`config.mk`:
```
export PLATFORM = sky130hd
export DESIGN_NAME = cv32e40n_vstream_lsu
export DESIGN_NICKNAME = d
export VERILOG_FILES = /design/src/rtl/cv32e40n_vstream_lsu.sv
export SDC_FILE = /design/constraint.sdc
export NUM_CORES = 1
export LEC_CHECK = 0
export BUFFER_PORTS_ARGS = -buffer_cell sky130_fd_sc_hd__buf_2
export CORE_MARGIN = 8
export CORE_UTILIZATION = 50
export CTS_BUF_LIST = sky130_fd_sc_hd__clkbuf_8 sky130_fd_sc_hd__clkbuf_16
export CTS_CLUSTER_SIZE = 16
export DETAILED_ROUTE_END_ITERATION = 10
export HOLD_SLACK_MARGIN = 0.03
export PLACE_DENSITY = 0.78
export SYNTH_ARGS = -nofsm -noshare
export SYNTH_HDL_FRONTEND = slang
export SYNTH_SLANG_ARGS = --single-unit
```
`constraint.sdc`:
```
create_clock -name clk_i -period 4.5 [get_ports clk_i]
set_clock_uncertainty 0.15 [all_clocks]
set_input_delay 0.9 -clock clk_i [delete_from_list [all_inputs] [get_ports clk_i]]
set_output_delay 0.9 -clock clk_i [all_outputs]
set_load 0.01 [all_outputs]
```
`src/rtl/cv32e40n_vstream_lsu.sv`:
```
// -----------------------------------------------------------------------------
// cv32e40n_vstream_lsu
//
// Strided word load/store streaming engine for the NVPE. It sits as master 2 on
// the data crossbar. One command (base, signed stride, length, direction) is
// expanded into a sequence of 32-bit OBI-style bus transactions.
//   - Loads: response data is buffered in a small registered read FIFO and
//     handed out on the rd_* valid/ready stream.
//   - Stores: write data is taken from the wr_* valid/ready stream. A word is
//     consumed in the same cycle its bus request is granted.
// In-flight requests plus buffered load words never exceed MAX_OUTST. Because
// of this, a bus response always finds room in the FIFO and rvalid is never
// back-pressured.
//
// Ports
//   clk_i, rst_ni             clock, asynchronous active-low reset
//   cmd_*                     command handshake (accepted in IDLE only)
//   rd_valid_o/ready_i/data_o load data stream
//   wr_valid_i/ready_o/data_i store data stream
//   done_o, err_o             one-cycle completion pulse; err_o flags a
//                             rejected (misaligned) command
//   busy_o                    engine not idle
//   mem_master_sel_o          crossbar routes the slave to this master
//   data_*                    OBI-style bus master (mm_ram handshake)
// -----------------------------------------------------------------------------
module cv32e40n_vstream_lsu #(
    parameter int LEN_W     = 8,
    parameter int MAX_OUTST = 2
) (
    input  logic             clk_i,
    input  logic             rst_ni,

    input  logic             cmd_valid_i,
    output logic             cmd_ready_o,
    input  logic             cmd_we_i,
    input  logic [31:0]      cmd_addr_i,
    input  logic [31:0]      cmd_stride_i,
    input  logic [LEN_W-1:0] cmd_len_i,

    output logic             rd_valid_o,
    input  logic             rd_ready_i,
    output logic [31:0]      rd_data_o,

    input  logic             wr_valid_i,
    output logic             wr_ready_o,
    input  logic [31:0]      wr_data_i,

    output logic             done_o,
    output logic             err_o,
    output logic             busy_o,
    output logic             mem_master_sel_o,

    output logic             data_req_o,
    input  logic             data_gnt_i,
    input  logic             data_rvalid_i,
    output logic             data_we_o,
    output logic [3:0]       data_be_o,
    output logic [31:0]      data_addr_o,
    output logic [31:0]      data_wdata_o,
    input  logic [31:0]      data_rdata_i
);

    localparam int CW = $clog2(MAX_OUTST + 1);
    localparam int PW = (MAX_OUTST > 1) ? $clog2(MAX_OUTST) : 1;

    typedef enum logic [1:0] {
        S_IDLE,
        S_ISSUE,
        S_DRAIN,
        S_DONE
    } state_e;

    state_e             state_q, state_d;
    logic [31:0]        cur_addr_q, cur_addr_d;
    logic [31:0]        stride_q, stride_d;
    logic [LEN_W-1:0]   remaining_q, remaining_d;
    logic [CW-1:0]      outst_q, outst_d;
    logic [CW-1:0]      fcnt_q, fcnt_d;
    logic               we_q, we_d;
    logic               err_q, err_d;
    logic               cmd_ready_q;
    logic [PW-1:0]      wptr_q, rptr_q;
    logic [31:0]        fifo_q [MAX_OUTST];

    logic [CW:0]        credit_used;
    logic               req;
    logic               gnt_ok;
    logic               rsp_ok;
    logic               push;
    logic               pop;

    // Credits are shared between requests still on the bus and load words
    // sitting in the FIFO; a pop can only free credit, so req never drops
    // while it waits for a grant (store req also depends on wr_valid_i, which
    // the producer holds until consumed).
    assign credit_used = {1'b0, outst_q} + {1'b0, fcnt_q};

    assign req = (state_q == S_ISSUE) && (remaining_q != '0) &&
                 (credit_used < (CW+1)'(MAX_OUTST)) && (!we_q || wr_valid_i);
    assign gnt_ok = req && data_gnt_i;

    // Responses with nothing outstanding (e.g. left over from before a reset)
    // are dropped rather than corrupting the counters.
    assign rsp_ok = data_rvalid_i && (outst_q != '0);
    assign push   = rsp_ok && !we_q;
    assign pop    = (fcnt_q != '0) && rd_ready_i;

    always_comb begin
        state_d     = state_q;
        cur_addr_d  = cur_addr_q;
        stride_d    = stride_q;
        remaining_d = remaining_q;
        we_d        = we_q;
        err_d       = err_q;
        outst_d     = outst_q;
        fcnt_d      = fcnt_q;

        case ({gnt_ok, rsp_ok})
            2'b10:   outst_d = outst_q + 1'b1;
            2'b01:   outst_d = outst_q - 1'b1;
            default: outst_d = outst_q;
        endcase

        case ({push, pop})
            2'b10:   fcnt_d = fcnt_q + 1'b1;
            2'b01:   fcnt_d = fcnt_q - 1'b1;
            default: fcnt_d = fcnt_q;
        endcase

        case (state_q)
            S_IDLE: begin
                if (cmd_valid_i && cmd_ready_q) begin
                    if ((cmd_addr_i[1:0] != 2'b00) || (cmd_stride_i[1:0] != 2'b00)) begin
                        err_d   = 1'b1;
                        state_d = S_DONE;
                    end else if (cmd_len_i == '0) begin
                        err_d   = 1'b0;
                        state_d = S_DONE;
                    end else begin
                        err_d       = 1'b0;
                        cur_addr_d  = cmd_addr_i;
                        stride_d    = cmd_stride_i;
                        remaining_d = cmd_len_i;
                        we_d        = cmd_we_i;
                        state_d     = S_ISSUE;
                    end
                end
            end
            S_ISSUE: begin
                if (gnt_ok) begin
                    cur_addr_d  = cur_addr_q + stride_q;
                    remaining_d = remaining_q - 1'b1;
                    if (remaining_q == LEN_W'(1)) begin
                        state_d = S_DRAIN;
                    end
                end
            end
            S_DRAIN: begin
                if ((outst_q == '0) && (fcnt_q == '0)) begin
                    state_d = S_DONE;
                end
            end
            S_DONE: begin
                state_d = S_IDLE;
            end
            default: begin
                state_d = S_IDLE;
            end
        endcase
    end

    always_ff @(posedge clk_i or negedge rst_ni) begin
        if (!rst_ni) begin
            state_q     <= S_IDLE;
            cur_addr_q  <= '0;
            stride_q    <= '0;
            remaining_q <= '0;
            outst_q     <= '0;
            fcnt_q      <= '0;
            we_q        <= 1'b0;
            err_q       <= 1'b0;
            cmd_ready_q <= 1'b0;
            wptr_q      <= '0;
            rptr_q      <= '0;
        end else begin
            state_q     <= state_d;
            cur_addr_q  <= cur_addr_d;
            stride_q    <= stride_d;
            remaining_q <= remaining_d;
            outst_q     <= outst_d;
            fcnt_q      <= fcnt_d;
            we_q        <= we_d;
            err_q       <= err_d;
            // Registered so that it reads 0 while reset is asserted.
            cmd_ready_q <= (state_d == S_IDLE);
            if (push) begin
                wptr_q <= (wptr_q == PW'(MAX_OUTST-1)) ? '0 : wptr_q + 1'b1;
            end
            if (pop) begin
                rptr_q <= (rptr_q == PW'(MAX_OUTST-1)) ? '0 : rptr_q + 1'b1;
            end
        end
    end

    // FIFO storage holds data only; occupancy is tracked by fcnt_q.
    always_ff @(posedge clk_i) begin
        if (push) begin
            fifo_q[wptr_q] <= data_rdata_i;
        end
    end

    assign cmd_ready_o      = cmd_ready_q;
    assign rd_valid_o       = (fcnt_q != '0);
    assign rd_data_o        = rd_valid_o ? fifo_q[rptr_q] : 32'h0;
    assign wr_ready_o       = gnt_ok && we_q;
    assign done_o           = (state_q == S_DONE);
    assign err_o            = (state_q == S_DONE) && err_q;
    assign busy_o           = (state_q != S_IDLE);
    assign mem_master_sel_o = (state_q == S_ISSUE) || (state_q == S_DRAIN);

    assign data_req_o   = req;
    assign data_we_o    = req && we_q;
    assign data_be_o    = req ? 4'hF : 4'h0;
    assign data_addr_o  = req ? cur_addr_q : 32'h0;
    assign data_wdata_o = (req && we_q) ? wr_data_i : 32'h0;

`ifndef SYNTHESIS
    a_rvalid_with_outst: assert property (
        @(posedge clk_i) disable iff (!rst_ni) data_rvalid_i |-> (outst_q != '0)
    ) else $error("vstream_lsu: bus response with nothing outstanding");
`endif

endmodule

```
==> summary.md <==
| Metric | Value |
|---|---|
| Final clock period utilization by the worst path | 88.57% |
| Final-stage net count | 1202 |
| Post-synthesis async set-or-reset flop share | 56.46% |
| Sequential area share after synthesis | 47.92% |
| Ys Warns | 0 |
| RSZ-0062 raised after global routing | no |
| Multi-input gate area | 0.004053 mm² |
| Count of endpoints failing setup in the final report | 0 |
| Global-route usage over all layers | 20.10% |
| First-pass iteration count of the detailed router | 5 |
| Fraction of layout cells with a size suffix above 1 | 33.59% |
| Worst path arrival time | 2940 ps |
| Outcome | complete, no violations |
| First-pass GRT wire length | 34830 µm |
| Syn nets | 966 |
| Post-CTS setup-driven buffer insertion count | 0 |
| Count of unresolved DRC violations after routing | 0 |
| Die width | 145.2 µm |
| Clk root buf | clkbuf_16 |
| Number of unique standard cell types used by synthesis | 65 |
| Post-route antenna net violation count | 0 |
| Sum of overflow across all layers after global routing | 0 |
| Number of design-rule violations left by the first detailed-router iteration | 427 |
| Count of standard-cell rows | 47 |
| Cell count of the worst reg-to-reg path | 11 |
| WL met1 | 9315 µm |
| Placed Instances | 1218 |
| Maximum fanout along the worst path | 39 |
| Launch point of the critical path | fcnt_q[0] |
| Placeable core region | 0.01647 mm² |
| Total routed wirelength | 21500 µm |
| Top cell type by total area after synthesis | dfrtp_1 |
| CP endpoint kind | output pin |
| Tot Pwr | 6.472 mW |
| Leak | 5.158 nW |
| H-Tree Depth | 4 |
| Total half-perimeter wirelength after legalization and detailed placement | 16050 µm |
| Number of max-capacitance violations reported | 0 |
| Kind of path behind the tightest hold check | reg -> reg |
| Clock sink count | 147 |
| Maximum vdd ir drop | 0.2862 mV |
| TritonCTS clock tree | built |
| Total length of routed met2 wires | 10660 µm |
| Final Hold Fails | 0 |
| Final count of pins violating max slew | 0 |
| Maximum clock insertion buffer count | 2 |
| Final standard cell utilization of the core | 62.77% |
| Cells taking the most area after synthesis | dfrtp_1, edfxtp_1, mux2i_1 |
| Die area | 0.02108 mm² |
| Antenna violations before repair | 1 |
| Sum of negative setup slack | 0 ps |
| Cell count after synthesis | 781 |
| I/O pin cnt | 253 |
| Total number of vias | 6637 |
| Reg2Reg Launch Point | cur_addr_q[0] |
| Final critical delay including setup and external delays | 3985 ps |
| Routed via count divided by cell count | 5.305 |
| Flip-flop and latch count after synthesis | 147 |
| Port Buffers | 252 |
| Via count of the first global-routing pass | 6703 |
| Sequential cell area | 0.004000 mm² |
| Worst path required time | 3450 ps |
| Achievable clock frequency | 250.9 MHz |
| R2r endpoint | cur_addr_q[30] |
| R2r setup slk | 1190 ps |
| Fill count | 1343 |
| CTS buffer count | 17 |
| Detailed route wirelength on metal3 | 1357 µm |
| Path type of the worst setup path | reg -> out |
| Worst setup endpoint | data_wdata_o[23] |
| Worst-margin pin slew | 983.5 ps |
| Initial core utilization | 50.68% |
| Cell count of the worst hold path | 1 |
| Wire length per cell after detailed routing | 17.19 µm |
| Type of origin of the critical path | flip-flop |
| Yosys top cell area share | 24.89% |
| Final weighted congestion in routability-driven placement | 0.8589 |
| Count of flip-flops with a built-in enable after synthesis | 64 |
| Clock network latency to the later pin of the worst-skew pair | 420 ps |
| Number of hold-repair buffers added at the cts stage | 0 |
| Die Y | 145.2 µm |
| # resized after CTS | 0 |
| Top cells by instance count after synthesis | dfrtp_1, nand2_1, edfxtp_1 |
| Largest net degree at the start of global routing | 69 |
| Power density over cell area | 626.2 mW/mm² |
| Cell with the most instances after synthesis | dfrtp_1 |
| Avg Synthesized Cell Area | 10.68 µm² |
| Layout overhead on the synthesized area | 23.86% |
| Clock edge transition at the registers on the reported setup and hold paths | 60 ps |
| Max-Slew Margin vs Limit | 34.43% |
| Mapped cell area | 0.008344 mm² |
| Final cell count without fillers | 1251 |
| Dominant register cell in the synthesized netlist | dfrtp_1 |
| Top routing layer in use | met5 |
[per-layer routing]
| layer | up-vias | GRT usage [%] |
|---|---|---|
| met3 | 14 | 5.379 |
| met1 | 3141 | 24.23 |
| met4 | 2 | 4.841 |
| met2 | 201 | 35.07 |
| li1 | 3279 | - |
| met5 | - | 0 |
[per-stage QoR]
| step | hold WS (ps) | worst slack, ps | area, µm² |
|---|---|---|---|
| after floorplan | 292.0 | 1309 | 8344 |
| after global placement | 340.2 | 969.3 | 9746 |
| after detailed placement | 348.7 | 859.6 | 9746 |
| after CTS | 360.4 | 483.9 | 10330 |
| after global routing | 374.4 | 321.4 | 10330 |
| final | 353.1 | 514.5 | 10330 |
[kinds of logic after synthesis]
kind of cell               share of synthesized area, %
adders and majority gates                         6.328
muxes                                             11.50
DFF                                               47.92
AOI/OAI and AO/OA                                 11.58
and+or+nand+nor                                   15.26
xor gates and xnor gates                          3.464
buffers and inverters                             3.944
[power by group]
part	internal (mW)	switching, mW
logic	1.20	1.65
registers	1.85	0.372
clock network	0.787	0.608
[worst min path at each step]
stage | from | endpoint | slack [ps]
2_1_floorplan | err_q | err_q | 290
3_3_place_gp | wptr_q | wptr_q | 340
3_5_place_dp | wptr_q | wptr_q | 350
4_1_cts | wptr_q | wptr_q | 360
5_1_grt | wptr_q | wptr_q | 370
6_report | wptr_q | wptr_q | 350
[critical path, cell delays in order, from the launching register on]
cell	delay (ps)
dfrtp_1	420
and2_1	190
fa_1	430
nor2_1	120
nand3_1	160
a31oi_4	440
buf_4	430
and3_1	200
buf_2	130
[sequential cells by signal, indices dropped and copies added, names as in the netlist]
signal	count
stride_q	32
cmd_ready_o	1
state_q	2
fifo_q	64
fcnt_q	2
rptr_q	1
cur_addr_q	32
outst_q	2
err_q	1
we_q	1
remaining_q	8
wptr_q	1
[cells in the final DEF (no fill, tap or decap), drive strengths merged, types with 28 or more instances in the layout]
cell type    n
dfrtp       83
edfxtp      64
a21oi       36
buf        263
ha          39
nand2       65
o21ai       56
mux2i       61
inv         28
and3        36
mux2        31
nor2        62
and2        38
[area by class of cell]
cell class	instances	area share [%]
Inverter	19	0.6901
Timing Repair Buffer	263	13.03
Clock buffer	17	4.116
Antenna cell	1	0.02421
Clock inverter	15	1.562
Sequential cell	147	38.70
Multi-Input combinational cell	569	39.21
Tap cell	220	2.663
No activity file was read; power rests on OpenSTA's default activity.
